### src/rtl/video_rx_if.sv
// Pin bundle between a PET video source and the video_rx decoder.
interface video_rx_if;
  logic       pixel_en;
  logic       video;
  logic       h_sync;
  logic       v_sync;
  logic [7:0] pixel_byte;
  logic       byte_valid;
  logic [6:0] col;
  logic [9:0] row;
  logic [9:0] h_total;
  logic [9:0] v_total;
  logic       locked;

  modport master (
    output pixel_en, video, h_sync, v_sync,
    input  pixel_byte, byte_valid, col, row, h_total, v_total, locked
  );

  modport slave (
    input  pixel_en, video, h_sync, v_sync,
    output pixel_byte, byte_valid, col, row, h_total, v_total, locked
  );
endinterface

### src/rtl/video_rx.sv
// PET video stream decoder: recovers line/frame position and deserializes active pixels into bytes.
// Optional line/frame timing measurement is enabled with VIDEO_RX_MEASURE_EN.
module video_rx #(
  parameter int unsigned H_START = 16,
  parameter int unsigned H_CHARS = 40,
  parameter int unsigned V_START = 2,
  parameter int unsigned V_LINES = 200
) (
  input  logic       clk16,
  input  logic       reset_n,
  video_rx_if.slave  vid
);

  localparam int unsigned CNT_W = 10;
  localparam int unsigned H_END = H_START + 8 * H_CHARS;
  localparam int unsigned V_END = V_START + V_LINES;
  localparam logic [CNT_W-1:0] CNT_MAX = '1;

  typedef enum logic {HUNT, RUN} state_t;

  state_t           r_state;
  logic             r_hs;
  logic             r_vs;
  logic [CNT_W-1:0] r_px;
  logic [CNT_W-1:0] r_ln;
  logic [6:0]       r_shift;
  logic [2:0]       r_bits;
  logic [7:0]       r_pixel_byte;
  logic             r_byte_valid;
  logic [6:0]       r_col;
  logic [9:0]       r_row;
  logic             r_locked;

  logic             w_h_fall;
  logic             w_v_fall;
  logic [CNT_W-1:0] w_px_cur;
  logic [CNT_W-1:0] w_ln_cur;
  logic             w_cap;
  logic [2:0]       w_bits;
  logic [7:0]       w_byte;
  logic [6:0]       w_col;
  logic [9:0]       w_row;

  // Position of the pixel sampled this cycle; a v_sync fall overrides a same-cycle h_sync fall.
  assign w_h_fall = r_hs & ~vid.h_sync;
  assign w_v_fall = r_vs & ~vid.v_sync;
  assign w_px_cur = w_h_fall ? '0 : ((r_px == CNT_MAX) ? r_px : r_px + CNT_W'(1));
  assign w_ln_cur = w_v_fall ? '0 :
                    ((w_h_fall && (r_ln != CNT_MAX)) ? r_ln + CNT_W'(1) : r_ln);

  assign w_cap  = (r_state == RUN) &&
                  (32'(w_px_cur) >= H_START) && (32'(w_px_cur) < H_END) &&
                  (32'(w_ln_cur) >= V_START) && (32'(w_ln_cur) < V_END);
  assign w_bits = w_h_fall ? 3'd0 : r_bits;
  assign w_byte = {r_shift, vid.video};
  assign w_col  = 7'((32'(w_px_cur) - H_START) >> 3);
  assign w_row  = 10'(32'(w_ln_cur) - V_START);

`ifdef VIDEO_RX_MEASURE_EN
  logic [CNT_W-1:0] r_h_total;
  logic [CNT_W-1:0] r_v_total;
  logic             r_h_ok;
  logic             r_v_ok;
  logic [CNT_W-1:0] w_h_meas;
  logic [CNT_W-1:0] w_v_meas;
  logic             w_h_ok;
  logic             w_v_ok;

  // A measurement from a saturated counter never counts as a match.
  assign w_h_meas = r_px + CNT_W'(1);
  assign w_v_meas = r_ln + CNT_W'(1);
  assign w_h_ok   = w_h_fall ? ((w_h_meas == r_h_total) && (r_px != CNT_MAX)) : r_h_ok;
  assign w_v_ok   = w_v_fall ? ((w_v_meas == r_v_total) && (r_ln != CNT_MAX)) : r_v_ok;

  always_ff @(posedge clk16 or negedge reset_n) begin
    if (!reset_n) begin
      r_h_total <= '0;
      r_v_total <= '0;
      r_h_ok    <= 1'b0;
      r_v_ok    <= 1'b0;
    end else if (vid.pixel_en) begin
      r_h_ok <= w_h_ok;
      r_v_ok <= w_v_ok;
      if (w_h_fall) r_h_total <= w_h_meas;
      if (w_v_fall) r_v_total <= w_v_meas;
    end
  end

  assign vid.h_total = r_h_total;
  assign vid.v_total = r_v_total;
`else
  assign vid.h_total = '0;
  assign vid.v_total = '0;
`endif

  // Sync tracking, capture state and registered outputs.
  always_ff @(posedge clk16 or negedge reset_n) begin
    if (!reset_n) begin
      r_state      <= HUNT;
      r_hs         <= 1'b0;
      r_vs         <= 1'b0;
      r_px         <= '0;
      r_ln         <= '0;
      r_shift      <= '0;
      r_bits       <= '0;
      r_pixel_byte <= '0;
      r_byte_valid <= 1'b0;
      r_col        <= '0;
      r_row        <= '0;
      r_locked     <= 1'b0;
    end else begin
      r_byte_valid <= 1'b0;
      if (vid.pixel_en) begin
        r_hs   <= vid.h_sync;
        r_vs   <= vid.v_sync;
        r_px   <= w_px_cur;
        r_ln   <= w_ln_cur;
        r_bits <= w_bits;
        if (w_v_fall) r_state <= RUN;
`ifdef VIDEO_RX_MEASURE_EN
        r_locked <= ((r_state == RUN) || w_v_fall) && w_h_ok && w_v_ok;
`else
        r_locked <= (r_state == RUN) || w_v_fall;
`endif
        if (w_cap) begin
          r_shift <= w_byte[6:0];
          r_bits  <= w_bits + 3'd1;
          if (w_bits == 3'd7) begin
            r_pixel_byte <= w_byte;
            r_col        <= w_col;
            r_row        <= w_row;
            r_byte_valid <= 1'b1;
          end
        end
      end
    end
  end

  assign vid.pixel_byte = r_pixel_byte;
  assign vid.byte_valid = r_byte_valid;
  assign vid.col        = r_col;
  assign vid.row        = r_row;
  assign vid.locked     = r_locked;

endmodule
### src/flat_wrapper.sv
// flat-port wrapper written by rule: the top's interface ports become plain ports
module video_rx_flat 
#(
  parameter int unsigned H_START = 16,
  parameter int unsigned H_CHARS = 40,
  parameter int unsigned V_START = 2,
  parameter int unsigned V_LINES = 200
)
  (clk16, reset_n, vid_pixel_en, vid_video, vid_h_sync, vid_v_sync, vid_pixel_byte, vid_byte_valid, vid_col, vid_row, vid_h_total, vid_v_total, vid_locked);
  video_rx_if vid_i ();
  input  logic clk16;
  input  logic reset_n;
  input wire logic [$bits(vid_i.pixel_en)-1:0] vid_pixel_en;
  input wire logic [$bits(vid_i.video)-1:0] vid_video;
  input wire logic [$bits(vid_i.h_sync)-1:0] vid_h_sync;
  input wire logic [$bits(vid_i.v_sync)-1:0] vid_v_sync;
  output wire logic [$bits(vid_i.pixel_byte)-1:0] vid_pixel_byte;
  output wire logic [$bits(vid_i.byte_valid)-1:0] vid_byte_valid;
  output wire logic [$bits(vid_i.col)-1:0] vid_col;
  output wire logic [$bits(vid_i.row)-1:0] vid_row;
  output wire logic [$bits(vid_i.h_total)-1:0] vid_h_total;
  output wire logic [$bits(vid_i.v_total)-1:0] vid_v_total;
  output wire logic [$bits(vid_i.locked)-1:0] vid_locked;
  assign vid_i.pixel_en = vid_pixel_en;
  assign vid_i.video = vid_video;
  assign vid_i.h_sync = vid_h_sync;
  assign vid_i.v_sync = vid_v_sync;
  assign vid_pixel_byte = vid_i.pixel_byte;
  assign vid_byte_valid = vid_i.byte_valid;
  assign vid_col = vid_i.col;
  assign vid_row = vid_i.row;
  assign vid_h_total = vid_i.h_total;
  assign vid_v_total = vid_i.v_total;
  assign vid_locked = vid_i.locked;
  video_rx #(.H_START(H_START), .H_CHARS(H_CHARS), .V_START(V_START), .V_LINES(V_LINES)) u_core (.clk16(clk16), .reset_n(reset_n), .vid(vid_i));
endmodule
### config.mk
export PLATFORM = sky130hd
export DESIGN_NAME = video_rx_flat
export DESIGN_NICKNAME = d
export VERILOG_FILES = /design/src/rtl/video_rx_if.sv /design/src/rtl/video_rx.sv /design/src/flat_wrapper.sv
export SDC_FILE = /design/constraint.sdc
export NUM_CORES = 1
export LEC_CHECK = 0
export ABC_CLOCK_PERIOD_IN_PS = 6700
export CAP_MARGIN = 25
export CORE_AREA = 8 8 120 122
export DETAILED_ROUTE_END_ITERATION = 12
export DIE_AREA = 0 0 128 130
export PLACE_DENSITY = 0.49
export SYNTH_ARGS = -nofsm -noshare
export SYNTH_HDL_FRONTEND = slang
export SYNTH_SLANG_ARGS = --single-unit
### constraint.sdc
create_clock -name clk16 -period 6.7 [get_ports clk16]
set_input_delay 1.34 -clock clk16 [delete_from_list [all_inputs] [get_ports clk16]]
set_output_delay 1.34 -clock clk16 [all_outputs]
set_load 0.03 [all_outputs]
==> impl_results.md, run 1 <==
- Diode count: 0
- Fin crit share: 0.663
- Starting Density: 0.297
- Status: completed
- Area grow syn2layout: 18.5%
- Crit path DAT: 4650 ps
- Chip height: 130 µm
- Sum Neg Setup Slack: 0 ps
- RR Endpoint: u_core.vid.row[9]
- Mapped Area: 3680 µm²
- Sequential-to-total area share from yosys stat: 0.408
- Final ANT Viol Nets: 0
- Worst r2r path cells: 11
- CTS HTree Levels: 3
- Via-to-Cell Ratio: 4.83
- CP Capture Type: register
- CTS hold repair buffers: 0
- Root buf cell: clkbuf_16
- Reg2reg start: u_core.r_px[0]
- Req. time, crit path: 6910 ps
- Async SR Flop Fraction: 1.00
- Synth cell types: 64
- CP Launch Type: input port
- Relative slew slack: 0.407
- DRT Pass-1 Iters: 4
- Final WL: 8190 µm
- Via count: 2593
- Initial antenna violation count: 0
- Min cycle time layout: 4440 ps
- Buffers on Ports: 32
- Core area: 12400 µm²
- Min-Delay Path Class: register to register
- Detailed Route Iter0 Violations: 131
- FMAX: 225 MHz
- Layout Cells excl Fill: 537
- Top FF cell, synth: dfrtp_1
- Max-slew violations: 0
- EDFF count, synth: 0
- Dpl cells: 521
- Clock buffer depth: 2
- Worst-path clk slew: 60 ps
- # IOs: 53
- Crit path from: vid_h_sync
- Final routed DRC violation total: 0
- Largest net degree at the start of global routing: 61
- Max_cap viols: 0
- DIE AREA: 16600 µm²
- # setup viols final: 0
- Detailed Place HPWL: 5660 µm
- Maximum VDD drop: around 0.00015 V
- GRT Total Usage: 0.104
- Worst Skew: 6.23 ps
- Final Cell Area: roughly 4400 µm²
- Mean Syn Cell Area: 11.2 µm²
- CTS tree: built
- Worst Tran Pin Value: 883 ps
- Crit Path Max Fanout: 26
- Vias in the first global route: 2642
- Die span in x: between 100 and 150 µm
- CTS Buf Count: 9
- Share of cells above drive strength 1: 0.244
- Placed cell area: 4060 µm²
- Post-CTS Setup Repair Bufs: 0
- #FFs+latches synth: 60
- Post-Syn Instances: about 330
- Clk sink count: 60
- Worst Setup EP: u_core.vid.row[1]
- Clock Latency Late Sink: between 300 and 400 ps
- Worst hold margin: 500 ps
- Unrepaired setup endpoints after global routing: no
- WL/cell: 15.3 µm
- Power density over cell area: around 300 nW/µm²
- Syn. warnings: 0
- Routability Congestion: 0.781
- Final Hold Vio Count: 0
- Post-CTS Resized: 0
- Row Count: approximately 40
- First-pass GRT wire length: 13700 µm
- Remaining global-route overflow: 0
- Setup CP Type: input port to register
- Pleak: 2.00 nW
- Net count, final: 374
- Setup slack, reg-to-reg: around 2700 ps
report_power, final:
part | internal, mW | switching (mW)
clock | 0.290 | 0.182
combinational | 0.165 | 0.198
sequential | 0.425 | 0.0517
total | 0.880 | 0.432
cell usage in the layout, fill, tap and decap left out, drive strengths merged, types with 3 or more instances in the layout:
cell | Yosys | routed
dfrtp | 60 | 60
mux2 | 46 | 46
clkdlybuf4s50 | 0 | 31
conb | 1 | 20
inv | 17 | 19
nand2 | 18 | 18
o21ai | 12 | 12
nor2 | 11 | 11
nand4 | 10 | 10
clkbuf | 5 | 9
nand3 | 9 | 9
ha | 8 | 8
and3 | 7 | 7
a21oi | 7 | 7
xnor2 | 7 | 7
and2 | 6 | 6
a211oi | 6 | 6
nor4 | 6 | 6
nand2b | 5 | 5
a31oi | 5 | 5
mux2i | 5 | 5
nand4b | 5 | 5
buf | 30 | 5
and4 | 4 | 4
nor3 | 4 | 4
clkinv | 0 | 4
xor2 | 3 | 3
synthesized netlist by cell type (all sizes together), types with 2 or more instances:
| cell | count | area share |
|---|---|---|
| o31a | 2 | 0.0048 |
| o311ai | 2 | 0.0095 |
| dfrtp | 60 | 0.41 |
| a311oi | 2 | 0.0048 |
| a41oi | 2 | 0.0048 |
| nand4b | 5 | 0.016 |
| nor2 | 11 | 0.012 |
| clkbuf | 5 | 0.0051 |
| o21ai | 12 | 0.016 |
| a211oi | 6 | 0.018 |
| ha | 8 | 0.027 |
| nand2b | 5 | 0.0085 |
| a31oi | 5 | 0.0085 |
| or2 | 2 | 0.0034 |
| nand4 | 10 | 0.022 |
| and3 | 7 | 0.012 |
| nor3 | 4 | 0.0068 |
| and2 | 6 | 0.010 |
| a2111oi | 2 | 0.0065 |
| nor2b | 2 | 0.0034 |
| nand2 | 18 | 0.018 |
| or3 | 2 | 0.0034 |
| nor4 | 6 | 0.020 |
| xnor2 | 7 | 0.017 |
| o221ai | 2 | 0.0048 |
| buf | 30 | 0.063 |
| a21o | 2 | 0.0041 |
| a21boi | 2 | 0.0041 |
| o311a | 2 | 0.0058 |
| and4 | 4 | 0.010 |
| a21oi | 7 | 0.0095 |
| inv | 17 | 0.017 |
| mux2i | 5 | 0.014 |
| xor2 | 3 | 0.0071 |
| nand3 | 9 | 0.015 |
| mux2 | 46 | 0.16 |
per-stage QoR:
stage | utilization | total power, mW | worst slack, ps
floorplan | - | 0.734 | 3090
global route | 0.352 | 1.39 | 1980
detailed placement | 0.327 | 0.848 | 1960
CTS | 0.352 | 1.33 | 2280
global placement | 0.327 | 0.844 | 1990
finish | 0.352 | 1.31 | 2260
metal layers:
metal | wire (µm) | part of all wire | vias up | track usage
li1 | - | - | 1223 | -
met1 | 3670 | 0.45 | 1304 | 0.123
met2 | 4010 | 0.49 | 60 | 0.176
met3 | 433 | 0.053 | 6 | 0.0347
met4 | 80 | 0.0098 | 0 | 0.0308
met5 | 0 | 0 | - | 0
how the worst min path moves through the flow:
stage	startpoint	endpoint	slack, ps	cells past startpoint
final	u_core.r_shift[6]	u_core.vid.pixel_byte[7]	500	1
after global routing	u_core.r_state	u_core.r_state	530	1
after global placement	u_core.r_shift[6]	u_core.vid.pixel_byte[7]	490	1
after detailed placement	u_core.r_shift[6]	u_core.vid.pixel_byte[7]	490	1
after CTS	u_core.r_shift[6]	u_core.vid.pixel_byte[7]	510	1
after floorplan	u_core.r_state	u_core.r_state	440	1
logic make-up after synthesis:
family | count (synthesis) | share of synthesized area
mux | 51 | 0.173
buf+inv | 52 | 0.0856
simple gates | 96 | 0.175
xor+xnor | 10 | 0.0238
other cells | 1 | 0.00102
fa+ha+maj | 8 | 0.0272
compound gates | 51 | 0.107
flops | 60 | 0.408
area by class of cell:
class / instances / area, µm²
fillers: 1266 / 8050
multi-input cells: 236 / 1940
clock buffers: 9 / 225
well taps: 172 / 215
inverters: 17 / 63.8
clock inverters: 7 / 75.1
repair buffers: 36 / 345
flip-flops and latches: 60 / 1500
sequential cells by signal (all words and copies together) (netlist names):
name and flops:
u_core.vid.locked 1, u_core.vid.byte_valid 1, u_core.r_vs 1, u_core.r_shift 7
u_core.r_px 10, u_core.r_bits 3, u_core.r_state 1, u_core.r_ln 10
u_core.vid.pixel_byte 8, u_core.vid.row 10, u_core.vid.col 7, u_core.r_hs 1
worst max-delay path: stages:
cell             delay, ps
clkdlybuf4s50_1        520
and2b_1                360
nor3_1                 420
inv_1                  160
ha_1                   260
nor4_1                 370
o21ai_0                140
o311a_2                210
nand4b_4               450
mux2_2                 400
No activity file was read; power rests on OpenSTA's default activity.
==> run 2, diff against run 1 <==
--- a/config.mk
+++ b/config.mk
@@ -5,7 +5,7 @@
 export SDC_FILE = /design/constraint.sdc
 export NUM_CORES = 1
 export LEC_CHECK = 0
-export ABC_CLOCK_PERIOD_IN_PS = 6700
+export ABC_CLOCK_PERIOD_IN_PS = 4400
 export CAP_MARGIN = 25
 export CORE_AREA = 8 8 120 122
 export DETAILED_ROUTE_END_ITERATION = 12
==> constraint.sdc (replaced) <==
create_clock -name clk16 -period 4.4 [get_ports clk16]
set_input_delay 0.88 -clock clk16 [delete_from_list [all_inputs] [get_ports clk16]]
set_output_delay 0.88 -clock clk16 [all_outputs]
set_load 0.03 [all_outputs]
==> impl_results.md, run 2 (same netlist as run 1, synthesis figures left out) <==
- Status: completed
- Largest net degree at the start of global routing: 37
- WL/cell: 15.3 µm
- Core area: 12400 µm²
- CTS HTree Levels: 3
- FMAX: 266 MHz
- Sum Neg Setup Slack: 0 ps
- Final ANT Viol Nets: 0
- Via count: 2635
- Vias in the first global route: 2676
- CP Capture Type: register
- Crit path DAT: 3980 ps
- Worst hold path depth: 1
- Buffers on Ports: 32
- Clock Latency Late Sink: 330 ps
- Final WL: between 8000 and 9000 µm
- Pleak: a little over 2 nW
- Detailed Route Iter0 Violations: 185
- Die span in x: 128 µm
- Setup slack, reg-to-reg: 630 ps
- Net count, final: 384
- Min-Delay Endpoint: u_core.vid.row[1]
- Worst Tran Pin Value: about 870 ps
- Worst path most repeated cell: ha_1
- Share of cells above drive strength 1: 0.264
- Worst-path clk slew: 60 ps
- Reg2reg start: u_core.r_px[0]
- Fin crit share: 0.856
- Detailed Place HPWL: 6130 µm
- Final Hold Vio Count: 0
- DRT Pass-1 Iters: 4
- Clk sink count: 60
- Critical path's slowest cell: o21ai_0
- DIE AREA: between 15000 and 20000 µm²
- Relative slew slack: 0.422
- Crit-path cells: ha_1 -> and4_1 -> nand3_2 -> and3_1 -> o21ai_0 -> ha_1 -> inv_1 -> a2111oi_0 -> o311a_2 -> nand4b_4 -> buf_4 -> mux2_4
- Remaining global-route overflow: 0
- Final Cell Area: 4430 µm²
- Starting Density: 0.297
- Setup CP Type: register to register
- Most frequent cells in the layout: dfrtp_1, clkdlybuf4s50_1, mux2_2
- Worst hold margin: 509 ps
- Chip height: 130 µm
- Min cycle time layout: 3770 ps
- CTS Buf Count: 9
- Worst Skew: 5.13 ps
- CTS tree: built
- Area grow syn2layout: 20.2%
- Min-Delay Path Class: register to register
- # IOs: 53
- Root buf cell: clkbuf_16
- Req. time, crit path: 4620 ps
- Core Util, Final: 0.357
- Final routed DRC violation total: 0
- Initial antenna violation count: 0
- Clock buffer depth: 2
- # setup viols final: 0
- Worst r2r path cells: 12
- Crit Path Max Fanout: 10
- CP Launch Type: register
- GRT Total Usage: 0.106
- Max-slew violations: 0
- Routability Congestion: 0.809
- Post-CTS Setup Repair Bufs: 0
- Max_cap viols: 0
- First-pass GRT wire length: approximately 14000 µm
- Diode count: 0
- Placed cell area: 4150 µm²
- Maximum VDD drop: 0.000213 V
- Min-delay src: u_core.vid.row[1]
- Unrepaired setup endpoints after global routing: no
- RR Endpoint: u_core.vid.col[2]
- Power density over cell area: 437 nW/µm²
- Post-CTS Resized: 0
- Row Count: 41
- Via-to-Cell Ratio: 4.82
- Commonest non-fill, non-tap cell in the layout: dfrtp_1
- WP buf/inv: 2
- Crit path largest cell delay: 470 ps
- CTS hold repair buffers: 0
- Cell family with most CP delay: compound AO/OA/AOI/OAI gates
[run 2: changes by cell type in the layout (fill, tap and decap cells not counted), sizes merged]
cell      before  now
buf            5   15
bufinv         1    0
clkinv         4    5
clkinvlp       0    1
inv           19   18
[run 2: routing by layer]
layer / vias to the layer above / share of wire / track usage
li1: 1249 / - / -
met1: 1293 / 0.45 / 0.130
met2: 82 / 0.47 / 0.168
met3: 11 / 0.063 / 0.0363
met4: 0 / 0.017 / 0.0399
met5: - / 0 / 0
[run 2: final cells by class]
type / count / area, µm²
well taps: 172 / 215
inverters: 17 / 63.8
multi-input cells: 236 / 1940
flip-flops and latches: 60 / 1500
clock buffers: 9 / 225
fillers: 1262 / 7990
clock inverters: 7 / 52.6
repair buffers: 46 / 433
[run 2: per-stage QoR]
stage / cells / total power, mW / setup slack [ps]
floorplan: 348 / 1.12 / 1230
global placement: 531 / 1.29 / 474
detailed placement: 531 / 1.30 / 402
CTS: 547 / 1.97 / 618
global route: 547 / 2.06 / 355
finish: 547 / 1.94 / 634
[run 2: worst register-to-register path, stage by stage (launching register included)]
cell,delay [ps]
dfrtp_1,420
ha_1,230
and4_1,280
nand3_2,180
and3_1,230
o21ai_0,470
ha_1,260
inv_1,40
a2111oi_0,380
o311a_2,330
nand4b_4,270
buf_4,270
mux2_4,300
[run 2: where the power goes]
part	switching, mW	total [mW]	internal [mW]
sequential	0.0793	0.727	0.648
combinational	0.302	0.557	0.254
clock	0.270	0.653	0.383
total	0.652	1.94	1.29
[run 2: how the worst max path moves through the flow]
stage              startpoint                end  slack, ps  cells after the start
6_report       u_core.r_px[0]  u_core.vid.col[2]        630                     12
5_1_grt        u_core.r_px[0]  u_core.vid.col[1]        350                     12
4_1_cts        u_core.r_px[0]  u_core.vid.col[2]        620                     12
3_5_place_dp       vid_h_sync  u_core.vid.col[2]        400                     13
3_3_place_gp       vid_h_sync  u_core.vid.col[4]        470                     13
2_1_floorplan  u_core.r_px[0]  u_core.vid.col[6]       1230                     12
==> run 3, diff against run 2 <==
--- a/config.mk
+++ b/config.mk
@@ -7,9 +7,10 @@
 export LEC_CHECK = 0
 export ABC_CLOCK_PERIOD_IN_PS = 4400
 export CAP_MARGIN = 25
-export CORE_AREA = 8 8 120 122
+export CORE_AREA = 8 8 153 97
 export DETAILED_ROUTE_END_ITERATION = 12
-export DIE_AREA = 0 0 128 130
+export DIE_AREA = 0 0 161 105
+export HOLD_SLACK_MARGIN = 0.02
 export PLACE_DENSITY = 0.49
 export SYNTH_ARGS = -nofsm -noshare
 export SYNTH_HDL_FRONTEND = slang
==> impl_results.md, run 3 (same netlist as run 1, synthesis figures left out) <==
- Root buf cell: clkbuf_16
- Final WL: 8290 µm
- Post-Place Worst Slack: 422 ps
- CP Launch Type: register
- Worst path most repeated cell: ha_1
- Final ANT Viol Nets: 0
- Unrepaired setup endpoints after global routing: no
- Setup CP Type: register to register
- Crit path DAT: 3900 ps
- Clk network pwr share: 0.408
- Fin crit share: 0.840
- Share of cells above drive strength 1: 0.254
- Most frequent cells in the layout: dfrtp_1, clkdlybuf4s50_1, mux2_2
- Core Util, Final: 0.357
- Reg power frac: 0.337
- Detailed Place HPWL: 6140 µm
- Commonest non-fill, non-tap cell in the layout: dfrtp_1
- Pleak: approximately 2.1 nW
- Starting Density: 0.293
- Relative slew slack: 0.534
- Clock buffer depth: 2
- GRT Total Usage: 0.103
- Post-CTS Resized: 0
- CTS HTree Levels: 3
- Clock Latency Late Sink: 330 ps
- Core area: 12600 µm²
- Via-to-Cell Ratio: about 4.7
- Final Cell Area: 4480 µm²
- DRT Pass-1 Iters: 4
- Row Count: 32
- Detailed Route Iter0 Violations: 130
- Critical path's slowest cell: a2111oi_0
- Post-CTS Setup Repair Bufs: 0
- Post-route setup slack: slightly above 700 ps
- Switching pwr: between 0.6 and 0.7 mW
- Maximum VDD drop: 0.000315 V
- Die span in x: 161 µm
- Via count: 2562
- CTS Buf Count: 9
- Crit Path Max Fanout: 26
- First-pass GRT wire length: 14100 µm
- Routability Congestion: 0.823
- Crit-path cells: ha_1 -> and4_1 -> nand3_2 -> and3_1 -> o21ai_0 -> ha_1 -> inv_1 -> a2111oi_0 -> o311a_2 -> nand4b_4 -> buf_12 -> mux2_4
- Worst-path clk slew: 60 ps
- Internal power: 1.53 mW
- Chip height: about 110 µm
- Combinational Power Share: 0.256
- Final routed DRC violation total: 0
- Diode count: 0
- WL/cell: 15.3 µm
- Status: completed
- Worst Tran Pin Value: 697 ps
- Min-Delay Path Class: register to register
- Net count, final: 379
- Initial antenna violation count: 0
- Max_cap viols: 0
- # IOs: 53
- Max-slew violations: 0
- Cell family with most CP delay: compound AO/OA/AOI/OAI gates
- Buffers on Ports: 32
- Final Hold Vio Count: 0
- Sum Neg Setup Slack: 0 ps
- CP Capture Type: register
- Min cycle time layout: 3700 ps
- Worst Skew: approximately 6.4 ps
- Clk sink count: 60
- CTS tree: built
- Crit path largest cell delay: 510 ps
- Req. time, crit path: around 4600 ps
- # setup viols final: 0
- Sw Share: 0.295
- DIE AREA: 16900 µm²
- CTS hold repair buffers: 0
- FMAX: 271 MHz
- Placed cell area: 4110 µm²
- WP buf/inv: 2
- Vias in the first global route: 2651
- Remaining global-route overflow: 0
- Area grow syn2layout: 21.7%
- Largest net degree at the start of global routing: 36
- Power density over cell area: 483 nW/µm²
run 3: worst paths after layout:
check                                  startpoint                        to  slack (ps)  cells past startpoint
min in group asynchronous                 reset_n            u_core.r_px[2]         580                      1
worst min register to register  u_core.r_shift[6]  u_core.vid.pixel_byte[7]         500                      1
worst max register to register     u_core.r_px[0]         u_core.vid.row[5]         700                     12
worst min-delay path            u_core.r_shift[6]  u_core.vid.pixel_byte[7]         500                      1
worst max-delay path               u_core.r_px[0]         u_core.vid.row[5]         700                     12
max in group asynchronous                 reset_n         u_core.vid.row[0]        2930                      2
run 3: metrics by stage:
| stage | cells | power (mW) | hold WS (ps) |
|---|---|---|---|
| after floorplan | 348 | 1.12 | 442 |
| after global placement | 524 | 1.29 | 488 |
| after detailed placement | 524 | 1.30 | 489 |
| after CTS | 540 | 2.20 | 502 |
| after global routing | 540 | 2.29 | 521 |
| final | 540 | 2.17 | 497 |
run 3: final cells by class:
class	count	area [µm²]
multi-input cells	236	1940
fillers	1257	8090
flip-flops and latches	60	1500
inverters	17	63.8
well taps	170	213
clock buffers	10	239
clock inverters	6	134
repair buffers	41	395
run 3: power by group through the flow:
| stage | sequential, mW | combinational, mW | clock (mW) |
|---|---|---|---|
| 2_1_floorplan | 0.811 | 0.307 | 0 |
| 3_3_place_gp | 0.738 | 0.555 | 0 |
| 3_5_place_dp | 0.739 | 0.558 | 0 |
| 4_1_cts | 0.730 | 0.562 | 0.906 |
| 5_1_grt | 0.746 | 0.610 | 0.937 |
| 6_report | 0.729 | 0.554 | 0.883 |
run 3: per-layer routing:
layer	wire length, µm	up-vias	GRT usage
met5	0	-	0
met3	430	9	0.0364
li1	-	1240	-
met4	72	0	0.0276
met1	4390	1255	0.148
met2	3390	58	0.141
